## config.mk

```make
export PLATFORM = sky130hd
export DESIGN_NAME = seg_display
export DESIGN_NICKNAME = d
export VERILOG_FILES = /design/src/rtl/seg_pkg.sv /design/src/rtl/seg_hex_decode.sv /design/src/rtl/seg_display.sv
export SDC_FILE = /design/constraint.sdc
export NUM_CORES = 1
export LEC_CHECK = 0
export ABC_AREA = 0
export CORE_MARGIN = 5
export CORE_UTILIZATION = 35
export CTS_BUF_LIST = sky130_fd_sc_hd__clkbuf_16
export CTS_CLUSTER_SIZE = 40
export DETAILED_ROUTE_END_ITERATION = 7
export GPL_TIMING_DRIVEN = 1
export HOLD_SLACK_MARGIN = 0.1
export MAX_ROUTING_LAYER = met4
export SLEW_MARGIN = 20
export SYNTH_ARGS = -nofsm -noshare
export SYNTH_HDL_FRONTEND = slang
export SYNTH_SLANG_ARGS = --single-unit
```

## constraint.sdc

```tcl
create_clock -name clk -period 5.2 [get_ports clk]
set_clock_uncertainty 0.1 [all_clocks]
set_input_delay 1.04 -clock clk [delete_from_list [all_inputs] [get_ports clk]]
set_output_delay 1.04 -clock clk [all_outputs]
set_load 0.1 [all_outputs]
```

## src/rtl/seg_pkg.sv

```systemverilog
// Shared constants for the multiplexed 7-segment display driver:
// digit count, control-word field offsets and the hex-to-segment table.
package seg_pkg;

  localparam int DIGITS    = 8;
  localparam int IDX_W     = 3;

  localparam int BLANK_LSB = 0;
  localparam int BLINK_LSB = 8;
  localparam int DP_LSB    = 16;

  localparam logic [7:0] SEG_OFF = 8'hFF;

  // Active-low {g,f,e,d,c,b,a} patterns for hex digits 0..F
  localparam logic [6:0] HEX7 [16] = '{
    7'h40, 7'h79, 7'h24, 7'h30, 7'h19, 7'h12, 7'h02, 7'h78,
    7'h00, 7'h10, 7'h08, 7'h03, 7'h46, 7'h21, 7'h06, 7'h0E
  };

endpackage

```

## src/rtl/seg_hex_decode.sv

```systemverilog
// Combinational nibble-to-segment decoder producing the active-low
// {g..a} pattern for one hex digit.
module seg_hex_decode
  import seg_pkg::*;
(
  input  logic [3:0] i_nibble,
  output logic [6:0] o_seg7
);

  assign o_seg7 = HEX7[i_nibble];

endmodule

```

## src/rtl/seg_display.sv

```systemverilog
// Multiplexed common-anode 7-segment scanner: shadowed data/control registers,
// round-robin digit scan with deghost gap, blanking, blink and decimal points.
module seg_display
  import seg_pkg::*;
#(
  parameter int SCAN_DIV     = 50000,
  parameter int BLANK_CYC    = 500,
  parameter int BLINK_FRAMES = 125
) (
  input  logic        clk,
  input  logic        rstn,
  input  logic        wr_en,
  input  logic        wr_sel,
  input  logic [31:0] wr_data,
  output logic        frame_sync,
  output logic [7:0]  digit_sel,
  output logic [7:0]  seg
);

  localparam int PRE_W = (SCAN_DIV > 1) ? $clog2(SCAN_DIV) : 1;
  localparam int FRM_W = (BLINK_FRAMES > 1) ? $clog2(BLINK_FRAMES) : 1;

  localparam logic [PRE_W-1:0] PRE_LAST  = PRE_W'(SCAN_DIV - 1);
  localparam logic [PRE_W-1:0] BLANK_END = PRE_W'(BLANK_CYC);
  localparam logic [FRM_W-1:0] FRM_LAST  = FRM_W'(BLINK_FRAMES - 1);
  localparam logic [IDX_W-1:0] IDX_LAST  = IDX_W'(DIGITS - 1);

  logic [31:0]      r_shData;
  logic [23:0]      r_shCtrl;
  logic [31:0]      r_actData;
  logic [23:0]      r_actCtrl;
  logic [PRE_W-1:0] r_pre;
  logic [IDX_W-1:0] r_idx;
  logic [FRM_W-1:0] r_frameCnt;
  logic             r_blinkPh;
  logic [7:0]       r_digitSel;
  logic [7:0]       r_seg;

  logic             w_slotEnd;
  logic             w_frameEnd;
  logic [31:0]      w_nextData;
  logic [23:0]      w_nextCtrl;
  logic [7:0]       w_blank;
  logic [7:0]       w_blink;
  logic [7:0]       w_dp;
  logic             w_dark;
  logic [3:0]       w_nibble;
  logic [6:0]       w_seg7;

  assign w_slotEnd  = (r_pre == PRE_LAST);
  assign w_frameEnd = w_slotEnd && (r_idx == IDX_LAST);

  // A write landing on the frame boundary goes straight into the new frame
  assign w_nextData = (wr_en && !wr_sel) ? wr_data       : r_shData;
  assign w_nextCtrl = (wr_en &&  wr_sel) ? wr_data[23:0] : r_shCtrl;

  assign w_blank  = r_actCtrl[BLANK_LSB +: DIGITS];
  assign w_blink  = r_actCtrl[BLINK_LSB +: DIGITS];
  assign w_dp     = r_actCtrl[DP_LSB    +: DIGITS];
  assign w_dark   = w_blank[r_idx] || (w_blink[r_idx] && r_blinkPh);
  assign w_nibble = r_actData[{r_idx, 2'b00} +: 4];

  seg_hex_decode u_decode (
    .i_nibble (w_nibble),
    .o_seg7   (w_seg7)
  );

  always_ff @(posedge clk or negedge rstn) begin
    if (!rstn) begin
      r_shData <= '0;
      r_shCtrl <= '0;
    end else if (wr_en) begin
      if (wr_sel) r_shCtrl <= wr_data[23:0];
      else        r_shData <= wr_data;
    end
  end

  always_ff @(posedge clk or negedge rstn) begin
    if (!rstn) begin
      r_pre <= '0;
      r_idx <= '0;
    end else if (w_slotEnd) begin
      r_pre <= '0;
      r_idx <= w_frameEnd ? '0 : r_idx + 1'b1;
    end else begin
      r_pre <= r_pre + 1'b1;
    end
  end

  // Active registers and blink phase only move at frame boundaries to avoid tearing
  always_ff @(posedge clk or negedge rstn) begin
    if (!rstn) begin
      r_actData  <= '0;
      r_actCtrl  <= '0;
      r_frameCnt <= '0;
      r_blinkPh  <= 1'b0;
    end else if (w_frameEnd) begin
      r_actData <= w_nextData;
      r_actCtrl <= w_nextCtrl;
      if (r_frameCnt == FRM_LAST) begin
        r_frameCnt <= '0;
        r_blinkPh  <= ~r_blinkPh;
      end else begin
        r_frameCnt <= r_frameCnt + 1'b1;
      end
    end
  end

  always_ff @(posedge clk or negedge rstn) begin
    if (!rstn) begin
      r_digitSel <= SEG_OFF;
      r_seg      <= SEG_OFF;
    end else if ((r_pre < BLANK_END) || w_dark) begin
      r_digitSel <= SEG_OFF;
      r_seg      <= SEG_OFF;
    end else begin
      r_digitSel <= ~(8'b1 << r_idx);
      r_seg      <= {~w_dp[r_idx], w_seg7};
    end
  end

  assign frame_sync = w_frameEnd;
  assign digit_sel  = r_digitSel;
  assign seg        = r_seg;

endmodule

```

==> results of run 1 <==
==> cell usage in the layout, fill, tap and decap left out, types with 5 or more instances in the layout <==
| cell | n |
|---|---|
| dfrtp_1 | 138 |
| mux2_2 | 60 |
| mux2_1 | 53 |
| clkdlybuf4s50_1 | 50 |
| nand2_1 | 21 |
| nor2_1 | 17 |
| clkbuf_16 | 17 |
| dfstp_2 | 16 |
| ha_1 | 15 |
| mux4_2 | 14 |
| nand3_1 | 14 |
| o21ai_0 | 12 |
| inv_1 | 10 |
| a21oi_1 | 10 |
| xnor2_1 | 7 |
| nand4_1 | 6 |
| xor2_1 | 6 |
| buf_4 | 6 |
| mux2i_1 | 5 |
| clkinvlp_4 | 5 |
==> flip-flops by register name (all words and copies together), names as in the netlist <==
name	cells
r_blinkPh	1
r_frameCnt	7
r_shData	32
r_shCtrl	24
digit_sel	8
r_actCtrl	24
r_pre	16
r_actData	32
r_idx	3
seg	8
==> kinds of logic after synthesis <==
logic type,after synthesis
buffers and inverters,31
multiplexers,132
adder cells (fa/ha/maj),15
AO/OA/AOI/OAI,39
XOR/XNOR,13
flip-flops,155
AND/OR/NAND/NOR,84
==> critical path, stage by stage (launching register included) <==
cell	delay, ns
dfrtp_1	0.42
or4_4	0.60
nor4_4	0.34
and2_2	0.21
buf_4	0.29
==> power by group <==
part,switching [mW],internal (mW)
Combinational,0.0737,0.0804
Clock,0.473,0.696
Sequential,0.0143,1.27
Total,0.561,2.05
==> metal layers <==
metal	up-vias	GRT usage	routed length, um
li1	1787	-	-
met1	1991	0.170	6190
met2	63	0.204	6470
met3	10	0.0259	398
met4	0	0.0471	197
met5	-	-	0
==> final timing paths <==
kind,end,cells past startpoint
max in group asynchronous,r_idx[0],2
max reg2reg,seg[4],8
min in group asynchronous,r_shData[13],1
min reg2reg,r_frameCnt[6],1
max,frame_sync,4
min,r_frameCnt[6],1
==> metrics by stage <==
stage,hold slack (ns),total power [mW]
2_1_floorplan,0.331,1.38
3_3_place_gp,0.346,1.46
4_1_cts,0.371,2.64
6_report,0.371,2.61
5_1_grt,0.403,2.72
3_5_place_dp,0.357,1.47
==> layout make-up <==
class / count / area [um2] / area share
well taps: 234 / 293 / 0.0367
multi-input cells: 283 / 2640 / 0.331
inverters: 9 / 33.8 / 0.00423
clock inverters: 15 / 135 / 0.0169
repair buffers: 57 / 557 / 0.0697
flip-flops and latches: 155 / 3900 / 0.489
clock buffers: 17 / 425 / 0.0533
==> reports/qor.yml, run 1 <==
crit_path_start: "r_pre[12]"
detailedPlacementHpwl_um: 9200
grt_start_max_net_pins: 65
final_hold_viol_count: 0
synth-seq-cells: 155
ff2ff_setup_slack_ns: 2.21
final_design_area_no_fill_um2: 7980
finish.net_count: 574
fin_util: 0.425
gp_congestion: 0.818
worstReg2RegStart: "r_idx[0]"
die_y_um: 149
timing.hold.worst.class: "reg2reg"
cts_max_level: 4
globalRoute.totalOverflow: 0
clkLatencyLatePin_ns: 0.42
synthesis.area_per_instance_um2: 14.3
post-place-cells: 738
floorplan.initialDensity: 0.358
endpoint_kind: "primary output"
post_drt_wl_per_cell_um: 17.2
final_cells: 770
synth_fa_ha_area_frac: 0.0279
root_buffer: "clkbuf_16"
post-route-min-period_ns: 3.42
synthesis.nets: 520
worstSetupStartpointType: "flip-flop"
slew_violations: 0
tightest_slew_ns: 0.971
tritoncts.num_buffers: 17
worst-endpoint-arrival_ns: 2.28
drt_iter0_drc: 208
yosys-top-cells-area: "dfrtp_1, mux2_2, mux2_1"
drv_cap: 0
grt_antenna_before_repair: 0
fillers: 1736
post-cts-setup-buffers: 0
maximum_clock_rate_mhz: 292
synthArstFlopShare: 1.00
synth-simple-area-share: 0.0689
die_area_um2: 22100
power_leakage_nw: 3.57
criticalPathCategory: "reg2out"
tritoncts: "built"
synth-compound-area-share: 0.0350
unrepaired_setup_endpoints_after_global_routing: "false"
netlist_instances: 469
finalWorstSetupSlack_ns: 1.78
final_layout_size_suffix_gt1_frac: 0.244
cts.sink_count: 155
worstPathRequired_ns: 4.06
result_of_the_run: "complete, no violations"
drc: 0
yosysTopAreaCellShare: 0.518
clkSlewWorstSetupHoldPaths_ns: 0.06
most_repeated_cell_in_the_gate_level_netlist_after_synthesis: "dfrtp_1"
synth_xor_xnor_area_share: 0.0170
layout_worst_path_cycle_share: 0.658
route.detailed.vias_per_inst: 5.00
post_cts_hold_buffer_count: 0
synth_enable_flop_cells: 0
synth-warning-count: 0
wire_length_of_the_first_global_routing_pass_um: 21800
report.final.setup_viol: 0
detail_route.first_pass.iterations: 4
timing.critical_path.fanout_max: 4
timing.hold.worst.start: "r_frameCnt[6]"
finalSetupTns_ns: 0
fp.coreArea_um2: 18800
main_combinational_cell_family_by_area_after_synthesis: "multiplexers"
port_buffers: 52
num_rows: 50
yosys.cell_types.count: 43
postSynth.topFlopCell: "dfrtp_1"
synth_top_cells_by_count: "dfrtp_1, mux2_2, mux2_1, nand2_1, nor2_1"
syn_area_um2: 6720
pwr_cell_area_nw_per_um2: 327
grtUsageTotal: 0.130
boundaryPins: 53
detailroute.via_count: 3851
final_antenna_net_count: 0
yosysSeqAreaShare: 0.581
detailedPlace.worstSlack_ns: 1.83
placedInstanceArea_um2: 7420
synthMuxAreaShare: 0.244
diodes: 0
die_w_um: 149
routed_wl_um: 13200
relative_slew_slack: 0.334
postCtsResizedCells: 0
maximum_count_of_clock_buffers_along_a_single_path: 2
irDropWorstVdd_uv: 241
number_of_global_route_vias_before_repair: 4056
syn2layout_area_growth_pct: 18.9
cell_type_with_the_highest_aggregate_area_in_the_netlist: "dfrtp_1"
(Power assumes the default switching activity.)
==> run 2, diff against run 1 <==
clock period = 3.4 ns   (was 5.2 ns; I/O delays follow)
==> run 2 against run 1 <==
Effect of this change: clock-buffer cell count stayed put; critical path depth did not move; power up 52%; die area did not move; worst setup slack worse by 1.5 ns; sequential cell count unchanged; clock power is 50% higher; critical path type unchanged; largest cell class unchanged; largest power group unchanged.
==> reports/qor.yml, run 2 (synthesized netlist as in run 1, its figures left out) <==
boundaryPins: 53  # unchanged
diodes: 0  # unchanged
post_cts_hold_buffer_count: 0  # unchanged
die_y_um: 149  # unchanged
critical_path.reg2reg.endpoint: "seg[4]"  # unchanged
grtUsageTotal: 0.134  # was 0.130
pwr_cell_area_nw_per_um2: 494  # was 327 nW/um2
path_delay_family: "simple AND/OR/NAND/NOR gates"  # unchanged
routed_wl_um: 13500  # was 13200 um
fillers: 1753  # was 1736
route.detailed.vias_per_inst: 5.01  # was 5.00
worstSetupStartpointType: "flip-flop"  # unchanged
report.final.setup_viol: 0  # unchanged
slew_violations: 0  # unchanged
detailroute.wirelength.met2_um: 6310  # was 6470 um
detailroute.via_count: 3892  # was 3851
criticalPathCategory: "reg2out"  # unchanged
final_layout_size_suffix_gt1_frac: 0.278  # was 0.244
timing.hold.worst.class: "in2async"  # was reg2reg
wl_met1_um: 6590  # was 6190 um
grt_antenna_before_repair: 0  # unchanged
globalRoute.totalOverflow: 0  # unchanged
irDropWorstVdd_uv: 356  # was 241 uV
power_leakage_nw: 3.63  # was 3.57 nW
wire_length_of_the_first_global_routing_pass_um: 22400  # was 21800 um
critical_path.cell_chain: "or4_4 > nor4_4 > and2_2 > buf_12"  # was or4_4 > nor4_4 > and2_2 > buf_4
critPathSlowestCell: "or4_4"  # unchanged
drt_iter0_drc: 198  # was 208
relative_slew_slack: 0.594  # was 0.334
finalSetupTns_ns: 0  # unchanged
detail_route.first_pass.iterations: 4  # unchanged
timing.critical_path.fanout_max: 5  # was 4
endpoint_kind: "primary output"  # unchanged
post-cts-setup-buffers: 0  # unchanged
worstReg2RegStart: "r_idx[1]"  # was r_idx[0]
crit_path_start: "r_pre[12]"  # unchanged
commonest_cells_after_routing_fill_and_taps_aside: "dfrtp_1, mux2_2, mux2_1"  # unchanged
worstPathBufferInverterCount: 1  # unchanged
post-layout-total-power_mw: 3.96  # was 2.61 mW
fp.coreArea_um2: 18800  # unchanged
tritoncts: "built"  # unchanged
syn2layout_area_growth_pct: 19.4  # was 18.9%
slowest_delay_ns: 0.60  # about the same
layout_worst_path_cycle_share: 0.917
finish.net_count: 581  # was 574
root_buffer: "clkbuf_16"  # unchanged
port_buffers: 52  # unchanged
largest_registers: "r_actData (32), r_shData (32)"  # unchanged
top_layer_used: "met4"  # unchanged
die_area_um2: 22100  # unchanged
detailedPlacementHpwl_um: 9260  # was 9200 um
final_antenna_net_count: 0  # unchanged
unrepaired_setup_endpoints_after_global_routing: "false"  # unchanged
cts.sink_count: 155  # unchanged
final_hold_viol_count: 0  # unchanged
clkLatencyLatePin_ns: 0.42  # about the same
tightest_slew_ns: 0.609  # was 0.971 ns
final_common_cell: "dfrtp_1"  # unchanged
die_w_um: 149  # unchanged
post-route-min-period_ns: 3.12
maximum_clock_rate_mhz: 321
worstPathRequired_ns: 2.62  # was 4.06 ns
cts_max_level: 4  # unchanged
worst-endpoint-arrival_ns: 2.34  # was 2.28 ns
drc: 0  # unchanged
dr_wl_met3_um: 434  # was 398 um
num_rows: 50  # unchanged
post_drt_wl_per_cell_um: 17.3  # was 17.2 um
timing.reg2reg.worst_path_depth: 10  # was 8
gp_congestion: 0.768  # was 0.818
grt_start_max_net_pins: 69  # was 65
clkSlewWorstSetupHoldPaths_ns: 0.06  # about the same
crit_path_end: "frame_sync"  # unchanged
result_of_the_run: "complete, no violations"  # unchanged
number_of_global_route_vias_before_repair: 4191  # was 4056
maximum_count_of_clock_buffers_along_a_single_path: 2  # unchanged
timing.critical_path.depth: 4  # unchanged
floorplan.initialDensity: 0.358  # unchanged
tritoncts.num_buffers: 17  # unchanged
ff2ff_setup_slack_ns: 0.66  # was 2.21 ns
drv_cap: 0  # unchanged
postCtsResizedCells: 0  # unchanged
[run 2: cell types whose count changed in the layout (fill, tap and decap cells not counted)]
cell / before / now
buf_4: 6 / 26
clkdlybuf4s50_1: 50 / 34
clkinvlp_4: 5 / 1
buf_12: 0 / 3
clkinv_2: 2 / 5
inv_1: 10 / 12
dfrtp_1: 138 / 139
dfrtp_2: 1 / 0
inv_6: 1 / 0
[run 2: power by group]
part           total, mW  switching [mW]  internal [mW]
Combinational      0.236           0.112          0.124
Clock               1.76           0.704           1.05
Sequential          1.97          0.0228           1.94
[run 2: layout make-up]
cell class / count / area (um2) / share of cell area
clock buffer: 17 / 425 / 0.0531
sequential: 155 / 3900 / 0.486
timing repair buffer: 64 / 607 / 0.0757
multi-input combinational: 283 / 2640 / 0.329
clock inverter: 15 / 119 / 0.0148
tap: 234 / 293 / 0.0365
inverter: 9 / 33.8 / 0.00421
[run 2: worst min-delay path by stage]
| stage | from | to | slack, ns | depth (start not counted) |
|---|---|---|---|---|
| after floorplan | rstn | r_actCtrl[0] | 0.28 | 0 |
| after global placement | r_frameCnt[6] | r_frameCnt[6] | 0.35 | 1 |
| after detailed placement | r_frameCnt[5] | r_frameCnt[5] | 0.35 | 1 |
| after CTS | rstn | r_shData[15] | 0.14 | 1 |
| after global routing | rstn | r_shData[15] | 0.16 | 1 |
| final | rstn | r_shData[15] | 0.14 | 1 |
[run 2: routing by layer]
layer	track usage	vias to the layer above
li1	-	1807
met3	0.0408	9
met5	-	-
met4	0.0374	0
met1	0.179	2017
met2	0.201	59
[run 2: through the flow]
step	setup WS, ns	cells	util	hold WS (ns)	area [um2]
global placement	0.730	745	0.398	0.347	7470
finish	0.282	777	0.427	0.135	8020
floorplan	0.752	469	-	0.284	6720
CTS	0.245	777	0.427	0.142	8020
global route	0.155	777	0.427	0.159	8020
detailed placement	0.692	745	0.398	0.354	7470
